$ cat src/rtl/vga_timing_pkg.sv
// Shared VGA timing constants, coordinate width and frame-geometry helper
// for the timing generator and its per-axis counters.
package vga_timing_pkg;

    localparam int COORD_W = 10;

    localparam int DEF_H_ACT  = 640;
    localparam int DEF_H_FP   = 16;
    localparam int DEF_H_SYNC = 96;
    localparam int DEF_H_BP   = 48;
    localparam int DEF_V_ACT  = 480;
    localparam int DEF_V_FP   = 10;
    localparam int DEF_V_SYNC = 2;
    localparam int DEF_V_BP   = 33;

    localparam logic [COORD_W-1:0] COORD_ZERO = 10'd0;
    localparam logic [COORD_W-1:0] COORD_ONE  = 10'd1;

    function automatic int axis_total(input int act, input int fp, input int sync, input int bp);
        return act + fp + sync + bp;
    endfunction

    localparam int DEF_H_TOTAL = axis_total(DEF_H_ACT, DEF_H_FP, DEF_H_SYNC, DEF_H_BP);
    localparam int DEF_V_TOTAL = axis_total(DEF_V_ACT, DEF_V_FP, DEF_V_SYNC, DEF_V_BP);

endpackage

$ cat src/rtl/vga_timing_if.sv
// Per-axis counter bundle: step enable in, and the decoded position being
// loaded on the current edge (count/active/sync_n) plus the wrap strobe out.
interface vga_timing_if;
    import vga_timing_pkg::*;

    logic               step;
    logic [COORD_W-1:0] count;
    logic               wrap;
    logic               active;
    logic               sync_n;

    modport master (
        input  step,
        output count,
        output wrap,
        output active,
        output sync_n
    );

    modport slave (
        output step,
        input  count,
        input  wrap,
        input  active,
        input  sync_n
    );

endinterface

$ cat src/rtl/vga_axis_counter.sv
// One timing axis (line or frame): a wrapping position counter with decode of
// the visible and sync windows for the position being loaded this edge.
module vga_axis_counter
    import vga_timing_pkg::*;
#(
    parameter int ACT  = DEF_H_ACT,
    parameter int FP   = DEF_H_FP,
    parameter int SYNC = DEF_H_SYNC,
    parameter int BP   = DEF_H_BP
) (
    input  logic          clk,
    input  logic          rst_n,
    vga_timing_if.master  axis
);

    localparam int TOTAL      = axis_total(ACT, FP, SYNC, BP);
    localparam int SYNC_START = ACT + FP;
    localparam int SYNC_END   = ACT + FP + SYNC;

    localparam logic [COORD_W-1:0] LAST_POS   = COORD_W'(TOTAL - 1);
    localparam logic [COORD_W-1:0] ACT_LIM    = COORD_W'(ACT);
    localparam logic [COORD_W-1:0] SYNC_FIRST = COORD_W'(SYNC_START);
    localparam logic [COORD_W-1:0] SYNC_LIM   = COORD_W'(SYNC_END);

    logic [COORD_W-1:0] count_r;
    logic [COORD_W-1:0] nxt_count_s;
    logic               wrap_s;
    logic               nxt_active_s;
    logic               nxt_sync_n_s;

    // Next position and its window decode; the parent registers these so its
    // outputs describe exactly the position loaded on the same edge.
    always_comb begin
        wrap_s       = 1'b0;
        nxt_count_s  = count_r;
        nxt_active_s = 1'b0;
        nxt_sync_n_s = 1'b1;
        if (axis.step && (count_r == LAST_POS)) begin
            wrap_s      = 1'b1;
            nxt_count_s = COORD_ZERO;
        end else if (axis.step) begin
            nxt_count_s = count_r + COORD_ONE;
        end else begin
            nxt_count_s = count_r;
        end
        nxt_active_s = (nxt_count_s < ACT_LIM);
        nxt_sync_n_s = !((nxt_count_s >= SYNC_FIRST) && (nxt_count_s < SYNC_LIM));
    end

    // Position register; reset parks on the last position so the first
    // enabled edge after release lands on position 0.
    always_ff @(posedge clk or negedge rst_n) begin
        if (!rst_n) begin
            count_r <= LAST_POS;
        end else begin
            count_r <= nxt_count_s;
        end
    end

    assign axis.count  = nxt_count_s;
    assign axis.wrap   = wrap_s;
    assign axis.active = nxt_active_s;
    assign axis.sync_n = nxt_sync_n_s;

endmodule

$ cat src/rtl/vga_timing_gen.sv
// VGA raster timing generator: registered coordinates, syncs, blanking and frame
// start. Optional build macro VGA_SYNC_DELAY_EN adds one stage to the control outputs.
module vga_timing_gen
    import vga_timing_pkg::*;
#(
    parameter int H_ACT  = DEF_H_ACT,
    parameter int H_FP   = DEF_H_FP,
    parameter int H_SYNC = DEF_H_SYNC,
    parameter int H_BP   = DEF_H_BP,
    parameter int V_ACT  = DEF_V_ACT,
    parameter int V_FP   = DEF_V_FP,
    parameter int V_SYNC = DEF_V_SYNC,
    parameter int V_BP   = DEF_V_BP
) (
    input  logic               iVGA_CLK,
    input  logic               iRST_N,
    output logic [COORD_W-1:0] oVGA_X,
    output logic [COORD_W-1:0] oVGA_Y,
    output logic               oVGA_HS,
    output logic               oVGA_VS,
    output logic               oVGA_BLANK_N,
    output logic               oFRAME_START
);

    vga_timing_if h_axis ();
    vga_timing_if v_axis ();

    assign h_axis.step = 1'b1;
    assign v_axis.step = h_axis.wrap;

    vga_axis_counter #(
        .ACT  (H_ACT),
        .FP   (H_FP),
        .SYNC (H_SYNC),
        .BP   (H_BP)
    ) u_h_axis (
        .clk   (iVGA_CLK),
        .rst_n (iRST_N),
        .axis  (h_axis)
    );

    vga_axis_counter #(
        .ACT  (V_ACT),
        .FP   (V_FP),
        .SYNC (V_SYNC),
        .BP   (V_BP)
    ) u_v_axis (
        .clk   (iVGA_CLK),
        .rst_n (iRST_N),
        .axis  (v_axis)
    );

    logic [COORD_W-1:0] x_r;
    logic [COORD_W-1:0] y_r;
    logic               hs_r;
    logic               vs_r;
    logic               blank_n_r;
    logic               frame_start_r;

    // Output register; the frame wraps only when both axes wrap, which is
    // exactly the edge that loads pixel (0,0).
    always_ff @(posedge iVGA_CLK or negedge iRST_N) begin
        if (!iRST_N) begin
            x_r           <= COORD_ZERO;
            y_r           <= COORD_ZERO;
            hs_r          <= 1'b1;
            vs_r          <= 1'b1;
            blank_n_r     <= 1'b0;
            frame_start_r <= 1'b0;
        end else begin
            x_r           <= h_axis.active ? h_axis.count : COORD_ZERO;
            y_r           <= v_axis.active ? v_axis.count : COORD_ZERO;
            hs_r          <= h_axis.sync_n;
            vs_r          <= v_axis.sync_n;
            blank_n_r     <= h_axis.active && v_axis.active;
            frame_start_r <= v_axis.wrap;
        end
    end

    assign oVGA_X = x_r;
    assign oVGA_Y = y_r;

`ifdef VGA_SYNC_DELAY_EN
    logic hs_d_r;
    logic vs_d_r;
    logic blank_n_d_r;
    logic frame_start_d_r;

    // Extra control stage so syncs line up with the pattern stage's registered RGB.
    always_ff @(posedge iVGA_CLK or negedge iRST_N) begin
        if (!iRST_N) begin
            hs_d_r          <= 1'b1;
            vs_d_r          <= 1'b1;
            blank_n_d_r     <= 1'b0;
            frame_start_d_r <= 1'b0;
        end else begin
            hs_d_r          <= hs_r;
            vs_d_r          <= vs_r;
            blank_n_d_r     <= blank_n_r;
            frame_start_d_r <= frame_start_r;
        end
    end

    assign oVGA_HS      = hs_d_r;
    assign oVGA_VS      = vs_d_r;
    assign oVGA_BLANK_N = blank_n_d_r;
    assign oFRAME_START = frame_start_d_r;
`else
    assign oVGA_HS      = hs_r;
    assign oVGA_VS      = vs_r;
    assign oVGA_BLANK_N = blank_n_r;
    assign oFRAME_START = frame_start_r;
`endif

endmodule

$ cat config.mk
export PLATFORM = sky130hd
export DESIGN_NAME = vga_timing_gen
export DESIGN_NICKNAME = d
export VERILOG_FILES = /design/src/rtl/vga_timing_pkg.sv /design/src/rtl/vga_timing_if.sv /design/src/rtl/vga_axis_counter.sv /design/src/rtl/vga_timing_gen.sv
export SDC_FILE = /design/constraint.sdc
export NUM_CORES = 1
export LEC_CHECK = 0
export BUFFER_PORTS_ARGS = -buffer_cell sky130_fd_sc_hd__buf_4
export CORE_MARGIN = 1.5
export CORE_UTILIZATION = 52
export DETAILED_ROUTE_END_ITERATION = 8
export PLACE_DENSITY = 0.75
export REMOVE_ABC_BUFFERS = 1
export SLEW_MARGIN = 10
export SYNTH_ARGS = -nofsm -noshare
export SYNTH_HDL_FRONTEND = slang
export SYNTH_SLANG_ARGS = --single-unit
$ cat constraint.sdc
create_clock -name iVGA_CLK -period 2.35 [get_ports iVGA_CLK]
set_input_delay 0.1175 -clock iVGA_CLK [delete_from_list [all_inputs] [get_ports iVGA_CLK]]
set_output_delay 0.1175 -clock iVGA_CLK [all_outputs]
set_load 0.03 [all_outputs]
Word-level counts from Yosys, hierarchy flattened --
Cells that the tools add are included.
Word-level totals: output and inout bits 24, register bits after elaboration 44, bits of input ports 2, logic and storage cells 31
Cells by class: mux-type cells 7, reduce and logical (&&, ||, !) cells 6, equal/unequal tests 2, $add $sub $neg 2, order comparisons 6
Operators with widths (number):
- 10-bit two-way mux | 5
- 10-bit by 1-bit adder with 10-bit output, second input constant | 2
- 10-bit == test, second input constant | 2
- 10-bit less-than comparator, second input constant | 2
- 10-bit by 9-bit less-than comparator with 1-bit output, second input constant | 2
- 10-bit >= comparator, second input constant | 1
- 10-bit by 9-bit >= comparator with 1-bit output, second input constant | 1
- 1-bit logical AND | 4
- 1-bit zero test | 2
- 1-bit two-way mux | 2

Longest topological paths before layout --
Gate-level depths: netlist (run 1).
word-level depth 7, depth in mapped cells 8

Hierarchy --
Synthesis (run 1) repeated with hierarchy kept, for this count alone.
Second synthesis, totals: cell total of the unflattened synthesis 186, area, all modules 2063.2 µm²
Modules (own cells, without submodules):
- vga_timing_gen | sequential area each 603.1 µm², area an instance 760.7 µm², cells an instance 48, times used 1
- vga_axis_counter at u_h_axis | sequential area each 259.0 µm², area an instance 696.9 µm², cells an instance 77, times used 1
- vga_axis_counter at u_v_axis | sequential area each 254.0 µm², area an instance 605.6 µm², cells an instance 61, times used 1

Worst setup path before layout (run 1) --
OpenSTA, ideal clock, no wires.
kind flip-flop to flip-flop, start register u_h_axis.count_r[0], end register blank_n_r, in the netlist oVGA_BLANK_N, path buffers 2, arrival time 2.240 ns, stages on the path, launching flop included 9, setup time 0.136 ns, data required time 2.214 ns, slack -0.026 ns, cell sequence dfstp_2 ha_1 nand3_2 or4_1 buf_2 or3b_1 mux2i_1 buf_4 nor3_2
Between the ends: longest elaborated chain between the ends 6, elaborated cells on any way between the ends 10, classes of those cells add/sub: 1; order compare: 2; eq/ne: 1; mux: 4; reduce/logical: 2
Ends and longest elaborated chain:
- start, declared | RTL line vga_axis_counter.sv:25 | logic [COORD_W-1:0] count_r;
- start signal, assigned | RTL line vga_axis_counter.sv:56 | count_r <= nxt_count_s;
- 10-bit == test * | RTL line vga_axis_counter.sv:38 | if (axis.step && (count_r == LAST_POS)) begin
- 1-bit two-way mux * | RTL line vga_axis_counter.sv:38
- 10-bit two-way mux / 1-bit logical AND (equally long branches) | RTL line vga_axis_counter.sv:41, vga_axis_counter.sv:38
- 10-bit two-way mux * | RTL line vga_axis_counter.sv:38
- named net u_v_axis.axis.count[9] | RTL line vga_timing_if.sv:14 | output count,
- 10-bit by 9-bit less-than comparator with 1-bit output * | RTL line vga_axis_counter.sv:46 | nxt_active_s = (nxt_count_s < ACT_LIM);
- 1-bit logical AND * | RTL line vga_timing_gen.sv:75 | blank_n_r <= h_axis.active && v_axis.active;
- end signal, assigned | RTL line vga_timing_gen.sv:75
- end, declared | RTL line vga_timing_gen.sv:57 | logic blank_n_r;
The timed path passes the listed nets; every way through them passes the cells marked *.

Final worst setup path (run 1) --
start register u_h_axis.count_r[0], end register blank_n_r, in the netlist oVGA_BLANK_N
Between the ends: longest elaborated chain between the ends 6, elaborated cells on any way between the ends 10, classes of those cells add/sub: 1; order compare: 2; eq/ne: 1; mux: 4; reduce/logical: 2
Ends and longest elaborated chain (RTL line):
- parallel branches: the longest is 5 deep, another holds 10-bit by 1-bit adder with 10-bit output
- 1-bit logical AND * | vga_timing_gen.sv:75
Every way passes the cells marked *.

==> results of run 1 <==
## state kept, by name, summed over array words and instances (netlist names)
signal	flops
oVGA_VS	1
u_v_axis.count_r	10
u_h_axis.count_r	10
oVGA_BLANK_N	1
oFRAME_START	1
oVGA_X	10
oVGA_Y	10
oVGA_HS	1
## final cells by class
class	count	area, µm²	share of cell area [%]
clock inverters	3	18.8	0.707
inverters	7	26.3	0.989
repair buffers	48	367	13.8
well taps	50	62.6	2.36
multi-input cells	136	997	37.5
clock buffers	5	68.8	2.59
flip-flops and latches	44	1120	42.0
## worst max-delay path: stages, from the launching register on
cell	delay, ps
dfstp_2	590
ha_4	150
nand3_2	80
or4_4	490
or3b_1	400
mux2i_2	240
buf_4	200
nor3_2	50
## timing repair
action	CTS	global route
endpoints found under the hold margin	32	0
buffers inserted	0	3
gates cloned	0	1
pin swaps	0	2
hold buffers	1	0
resized for setup	1	9
setup endpoints to repair	1	10
## final timing paths
kind / startpoint / to / cells past startpoint
min: iRST_N / oVGA_X[4] / 2
max in group asynchronous: iRST_N / u_v_axis.count_r[9] / 2
min reg2reg: u_h_axis.count_r[2] / u_h_axis.count_r[2] / 1
max reg2reg: u_h_axis.count_r[0] / oVGA_BLANK_N / 7
max: u_h_axis.count_r[0] / oVGA_BLANK_N / 7
min in group iVGA_CLK: u_h_axis.count_r[2] / u_h_axis.count_r[2] / 1
## layout by cell type, fill, tap and decap left out, types with 3 or more instances in the layout
| cell | count |
|---|---|
| buf_4 | 46 |
| dfrtp_1 | 32 |
| nor2_1 | 12 |
| dfstp_2 | 12 |
| nand3_1 | 10 |
| nand2_1 | 9 |
| nor3b_1 | 9 |
| xnor2_1 | 8 |
| inv_1 | 7 |
| nand4_1 | 7 |
| a21oi_1 | 6 |
| o21ai_0 | 6 |
| clkbuf_8 | 5 |
| nor3_1 | 4 |
| and4_1 | 4 |
| and2_1 | 4 |
| a41oi_1 | 4 |
| xor2_1 | 4 |
| and3_1 | 3 |
| a21o_1 | 3 |
| nand2b_1 | 3 |
| o31a_1 | 3 |
## routing by layer
layer / routed length, µm / track usage (%) / share of wire, % / vias up
met2: 2550 / 40.1 / 52 / 66
met3: 268 / 5.50 / 5.5 / 12
met4: 86 / 8.93 / 1.8 / 0
met1: 1970 / 27.5 / 40 / 868
li1: - / - / - / 816
met5: 0 / 0 / 0 / -
## per-stage QoR
stage	hold slack [ps]	util (%)
floorplan	-178	-
global route	386	66.4
global placement	125	62.2
detailed placement	138	62.2
CTS	357	64.7
finish	341	66.4
## where the power goes
part | total [mW] | switching (mW) | internal (mW)
Sequential | 0.759 | 0.000214 | 0.758
Clock | 0.458 | 0.251 | 0.207
Combinational | 0.0198 | 0.0165 | 0.00329
## cell families after synthesis
logic type	count (synthesis)
xor+xnor	12
simple gates	82
mux	3
buf+inv	18
compound gates	35
fa+ha+maj	3
other cells	1
flops	44
==> impl_metrics.ini, run 1 <==
[synth]
synth_simple_gate_area_share_pct = 24.6
synth_cells = 198
combinational_family_with_the_most_area_after_synthesis = simple AND/OR/NAND/NOR gates
yosysWarnings = 0
synth.mux.area_fraction_pct = 1.45
synth_top_area_share_pct = 37.2
top_ff_cell_synth = dfrtp_1
synthDominantAreaCellType = dfrtp_1
post_synth_fa_ha_maj_area_fraction_pct = 1.74
yosysMostFrequentCell = dfrtp_1
postSynth.asyncResetShare_pct = 100
post_synth.cell_area_avg_um2 = 10.9
yosysSeqAreaShare_pct = 51.8
synth_xor_xnor_area_share_pct = 4.88
synth.ff_latch_count = 44
synth_compound_area_share_pct = 11.7
synth_enable_flop_cells = 0
synth.distinct_cells = 53
synth.top_cells.by_count = dfrtp_1 (32), dfstp_2 (12), nor2_1 (12), nand3_1 (10)
post_synth_main_area_contributors = dfrtp_1 (37%), dfstp_2 (15%), xnor2_1 (3.3%)
synthesis.area_mm2 = 0.00215

[run]
drv.max_cap_violation_count = 0

[clock_tree]
clk_sink_count = 44
cts.htree.levels = 2
clk_transition_reported_paths_ps = 80
tritoncts_clock_tree = yes
cts_inserted_buffers = 5
clock_tree.root_cell = clkbuf_8
worst_skew_pair.late_latency_ps = 300
clk_path_buf_depth = 2

[global_routing]
grt_pass1_wl_mm = 7.73
overflow = 0
gr-usage-all-layers_pct = 23.0
grt_start_max_net_pins = 45
number_of_global_route_vias_before_repair = 1683
grt_antenna_before_repair = 0

[timing]
postLayoutSetupSlackWorst_ps = 38.7
worst_slew_pin_slew_ps = 549
clock_skew_ps = 7.18
finalHoldViolCount = 0
maxClockFrequency_ghz = 0.433
timing.final.max_slew_violations = 0
finalSetupViolations = 0
timing.setup.tns_ps = 0
share_of_the_clock_period_used_by_the_worst_path_after_layout_pct = 98.4
slew-limit-headroom_pct = 63.4
min_period_ps = 2310

[final_layout]
antenna-diode-count = 0
post-route-cell-area_mm2 = 0.00266
final_net_count = 247
area.growth.synth_to_final_pct = 23.3
fillers = 288
final_layout_size_suffix_gt1_share_pct = 32.9
final-instance-count-excl-fill = 293

[setup_path]
timing.reg2reg.setup_slack_ps = 40
critical_path_peak_fanout = 5
critical_path_required_ps = 2530
timing.setup.critical_path_class = reg -> reg
arrival_ps = 2490
timing.critical_path.to_type = register
setup.worst_path.start_class = register

[power_and_ir_drop]
cellPowerDensity_mw_per_mm2 = 465
fin_total_pwr_mw = 1.24
p_leak_nw = 1.18
vdd_ir_drop_max_v = 0.000384

[routing]
finalWirelength_mm = 4.87
drt_first_iter_violations = 122
drcViolationCount = 0
drt_first_pass_iters = 5
vias_per_cell = 6.01
num_vias = 1762
post_drt_wl_per_cell_um = 16.6
count_of_antenna_violating_nets_left_after_detailed_routing = 0

[status]
status = finished clean

[hold_path]
hold_wc_path_type = in -> async

[floorplan]
floorplan.io_pins = 26
floorplan.die.width_um = 67.4
placement_rows = 23
dieArea_mm2 = 0.00454
core_region_mm2 = 0.00400
die-height_um = 67.4
floorplan.initialDensity_pct = 53.9

[placed_design]
gpl.final_weighted_congestion = 0.931
port-buffer-count = 25
dp_slack_ps = 17.2
placedCellCount = 280
post_place_cell_area_mm2 = 0.00249
dpl.hpwl_mm = 3.27
(Power assumes the default switching activity.)
==> run 2, diff against run 1 <==
--- a/config.mk
+++ b/config.mk
@@ -9,6 +9,8 @@
 export CORE_MARGIN = 1.5
 export CORE_UTILIZATION = 52
 export DETAILED_ROUTE_END_ITERATION = 8
+export GPL_ROUTABILITY_DRIVEN = 0
+export GPL_TIMING_DRIVEN = 0
 export PLACE_DENSITY = 0.75
 export REMOVE_ABC_BUFFERS = 1
 export SLEW_MARGIN = 10
==> impl_metrics.ini, run 2 (synthesized netlist as in run 1, its figures left out) <==
[status]
status = finished clean

[setup_path]
critical_path_peak_fanout = 6
cells_along_the_critical_path = ha_4 > nand3_4 > or4_4 > or3b_4 > mux2i_4 > buf_6 > nand4b_1
critical_path_required_ps = 2580
timing.setup.critical_path_class = reg -> reg
timing.critical_path.slowest_stage_cell = dfstp_2
timing.critical_path.to_type = register
arrival_ps = 2520
timing.reg2reg.setup_slack_ps = 60
critical-path-max-stage-delay_ps = 590
setup.worst_path.start_class = register

[final_layout]
final_layout_size_suffix_gt1_share_pct = 30.9
final_common_cell = buf_4
final_core_area_utilization_pct = 65.7
final_net_count = 237
antenna-diode-count = 0
final-instance-count-excl-fill = 283
area.growth.synth_to_final_pct = 22.1
post-route-cell-area_mm2 = 0.00263
final_cell_mix = buf_4 (34), dfrtp_1 (32), nor2_1 (12), dfstp_2 (12), nand3_1 (10)
fillers = 312

[placed_design]
port-buffer-count = 25
dp_slack_ps = -728
dpl.hpwl_mm = 2.98
post_place_cell_area_mm2 = 0.00235
placedCellCount = 262

[power_and_ir_drop]
p_leak_nw = 1.11
fin_total_pwr_mw = 1.34
clockPowerShare_pct = 41.9
power_frac_seq_pct = 56.7
vdd_ir_drop_max_v = 0.000440
power.share.switching_pct = 19.6
comb_power_share_pct = 1.4
cellPowerDensity_mw_per_mm2 = 509
p_int_mw = 1.08
switching_power_of_the_nets_mw = 0.263

[timing]
min_period_ps = 2290
slew-limit-headroom_pct = 65.1
share_of_the_clock_period_used_by_the_worst_path_after_layout_pct = 97.4
finalHoldWorstSlack_ps = 344
finalSetupViolations = 0
postLayoutSetupSlackWorst_ps = 61.6
maxClockFrequency_ghz = 0.437
timing.final.max_slew_violations = 0
clock_skew_ps = 5.46
worst_slew_pin_slew_ps = 523
finalHoldViolCount = 0
timing.setup.tns_ps = 0

[routing]
vias_per_cell = 6.25
post_drt_wl_per_cell_um = 17.0
count_of_antenna_violating_nets_left_after_detailed_routing = 0
num_vias = 1768
drt_first_pass_iters = 4
drt_first_iter_violations = 138
drcViolationCount = 0
finalWirelength_mm = 4.81

[floorplan]
core_region_mm2 = 0.00400
floorplan.initialDensity_pct = 53.9
die-height_um = 67.4
floorplan.io_pins = 26
placement_rows = 23
dieArea_mm2 = 0.00454
floorplan.die.width_um = 67.4

[global_routing]
number_of_global_route_vias_before_repair = 1751
gr-usage-all-layers_pct = 22.5
overflow = 0
grt_pass1_wl_mm = 7.55
grt_antenna_before_repair = 0
grt_start_max_net_pins = 45

[clock_tree]
worst_skew_pair.late_latency_ps = 290
clk_transition_reported_paths_ps = 80
cts.htree.levels = 2
clock_tree.root_cell = clkbuf_8
cts_inserted_buffers = 5
clk_path_buf_depth = 2
tritoncts_clock_tree = yes
clk_sink_count = 44

[run]
drv.max_cap_violation_count = 0

[hold_path]
hold_wc_path_type = in -> async
[run 2: timing repair]
item,in CTS,in global routing
setup endpoints to repair,16,14
cloned,0,1
resized for setup,8,6
hold endpoints to repair,32,0
pin swaps,2,6
setup buffers,5,6
hold buffers,1,0
[run 2: path summary, 6_finish.rpt]
check / to / depth (start not counted) / startpoint
setup / recovery: oVGA_VS / 7 / u_h_axis.count_r[0]
setup reg to reg: oVGA_VS / 7 / u_h_axis.count_r[0]
min in group iVGA_CLK: u_h_axis.count_r[0] / 1 / u_h_axis.count_r[0]
max in group asynchronous: u_v_axis.count_r[9] / 2 / iRST_N
hold / removal: oVGA_X[6] / 2 / iRST_N
hold reg to reg: u_h_axis.count_r[0] / 1 / u_h_axis.count_r[0]
[run 2: layer usage]
metal  GRT usage [%]  vias up  wire length (µm)
met5               0        -                 0
met2            41.5       67              2580
li1                -      797                 -
met3            6.17       11               217
met4            8.42        0                82
met1            24.4      893              1930
[run 2: layout make-up]
cell class	instances	area (µm²)	area share [%]
Sequential cell	44	1120	42.4
Clock inverter	3	42.5	1.62
Multi-Input combinational cell	137	1030	39.0
Timing Repair Buffer	37	288	10.9
Inverter	7	26.3	0.999
Clock buffer	5	68.8	2.62
Tap cell	50	62.6	2.38
[run 2: worst max-delay path, delay by kind of cell (launching register included)]
| family | cells | cell delay (ps) |
|---|---|---|
| AND/OR/NAND/NOR | 4 | 1130 |
| buffers and inverters | 1 | 150 |
| adder cells (fa/ha/maj) | 1 | 170 |
| flip-flops | 1 | 590 |
| multiplexers | 1 | 190 |
[run 2: power by group through the flow]
| stage | Clock, mW | Combinational [mW] | Sequential (mW) |
|---|---|---|---|
| 6_report | 0.560 | 0.0193 | 0.759 |
| 5_1_grt | 0.609 | 0.0231 | 0.759 |
| 3_5_place_dp | 0 | 0.0193 | 0.773 |
| 3_3_place_gp | 0 | 0.0187 | 0.773 |
| 4_1_cts | 0.577 | 0.0207 | 0.759 |
| 2_1_floorplan | 0 | 0.000139 | 0.775 |
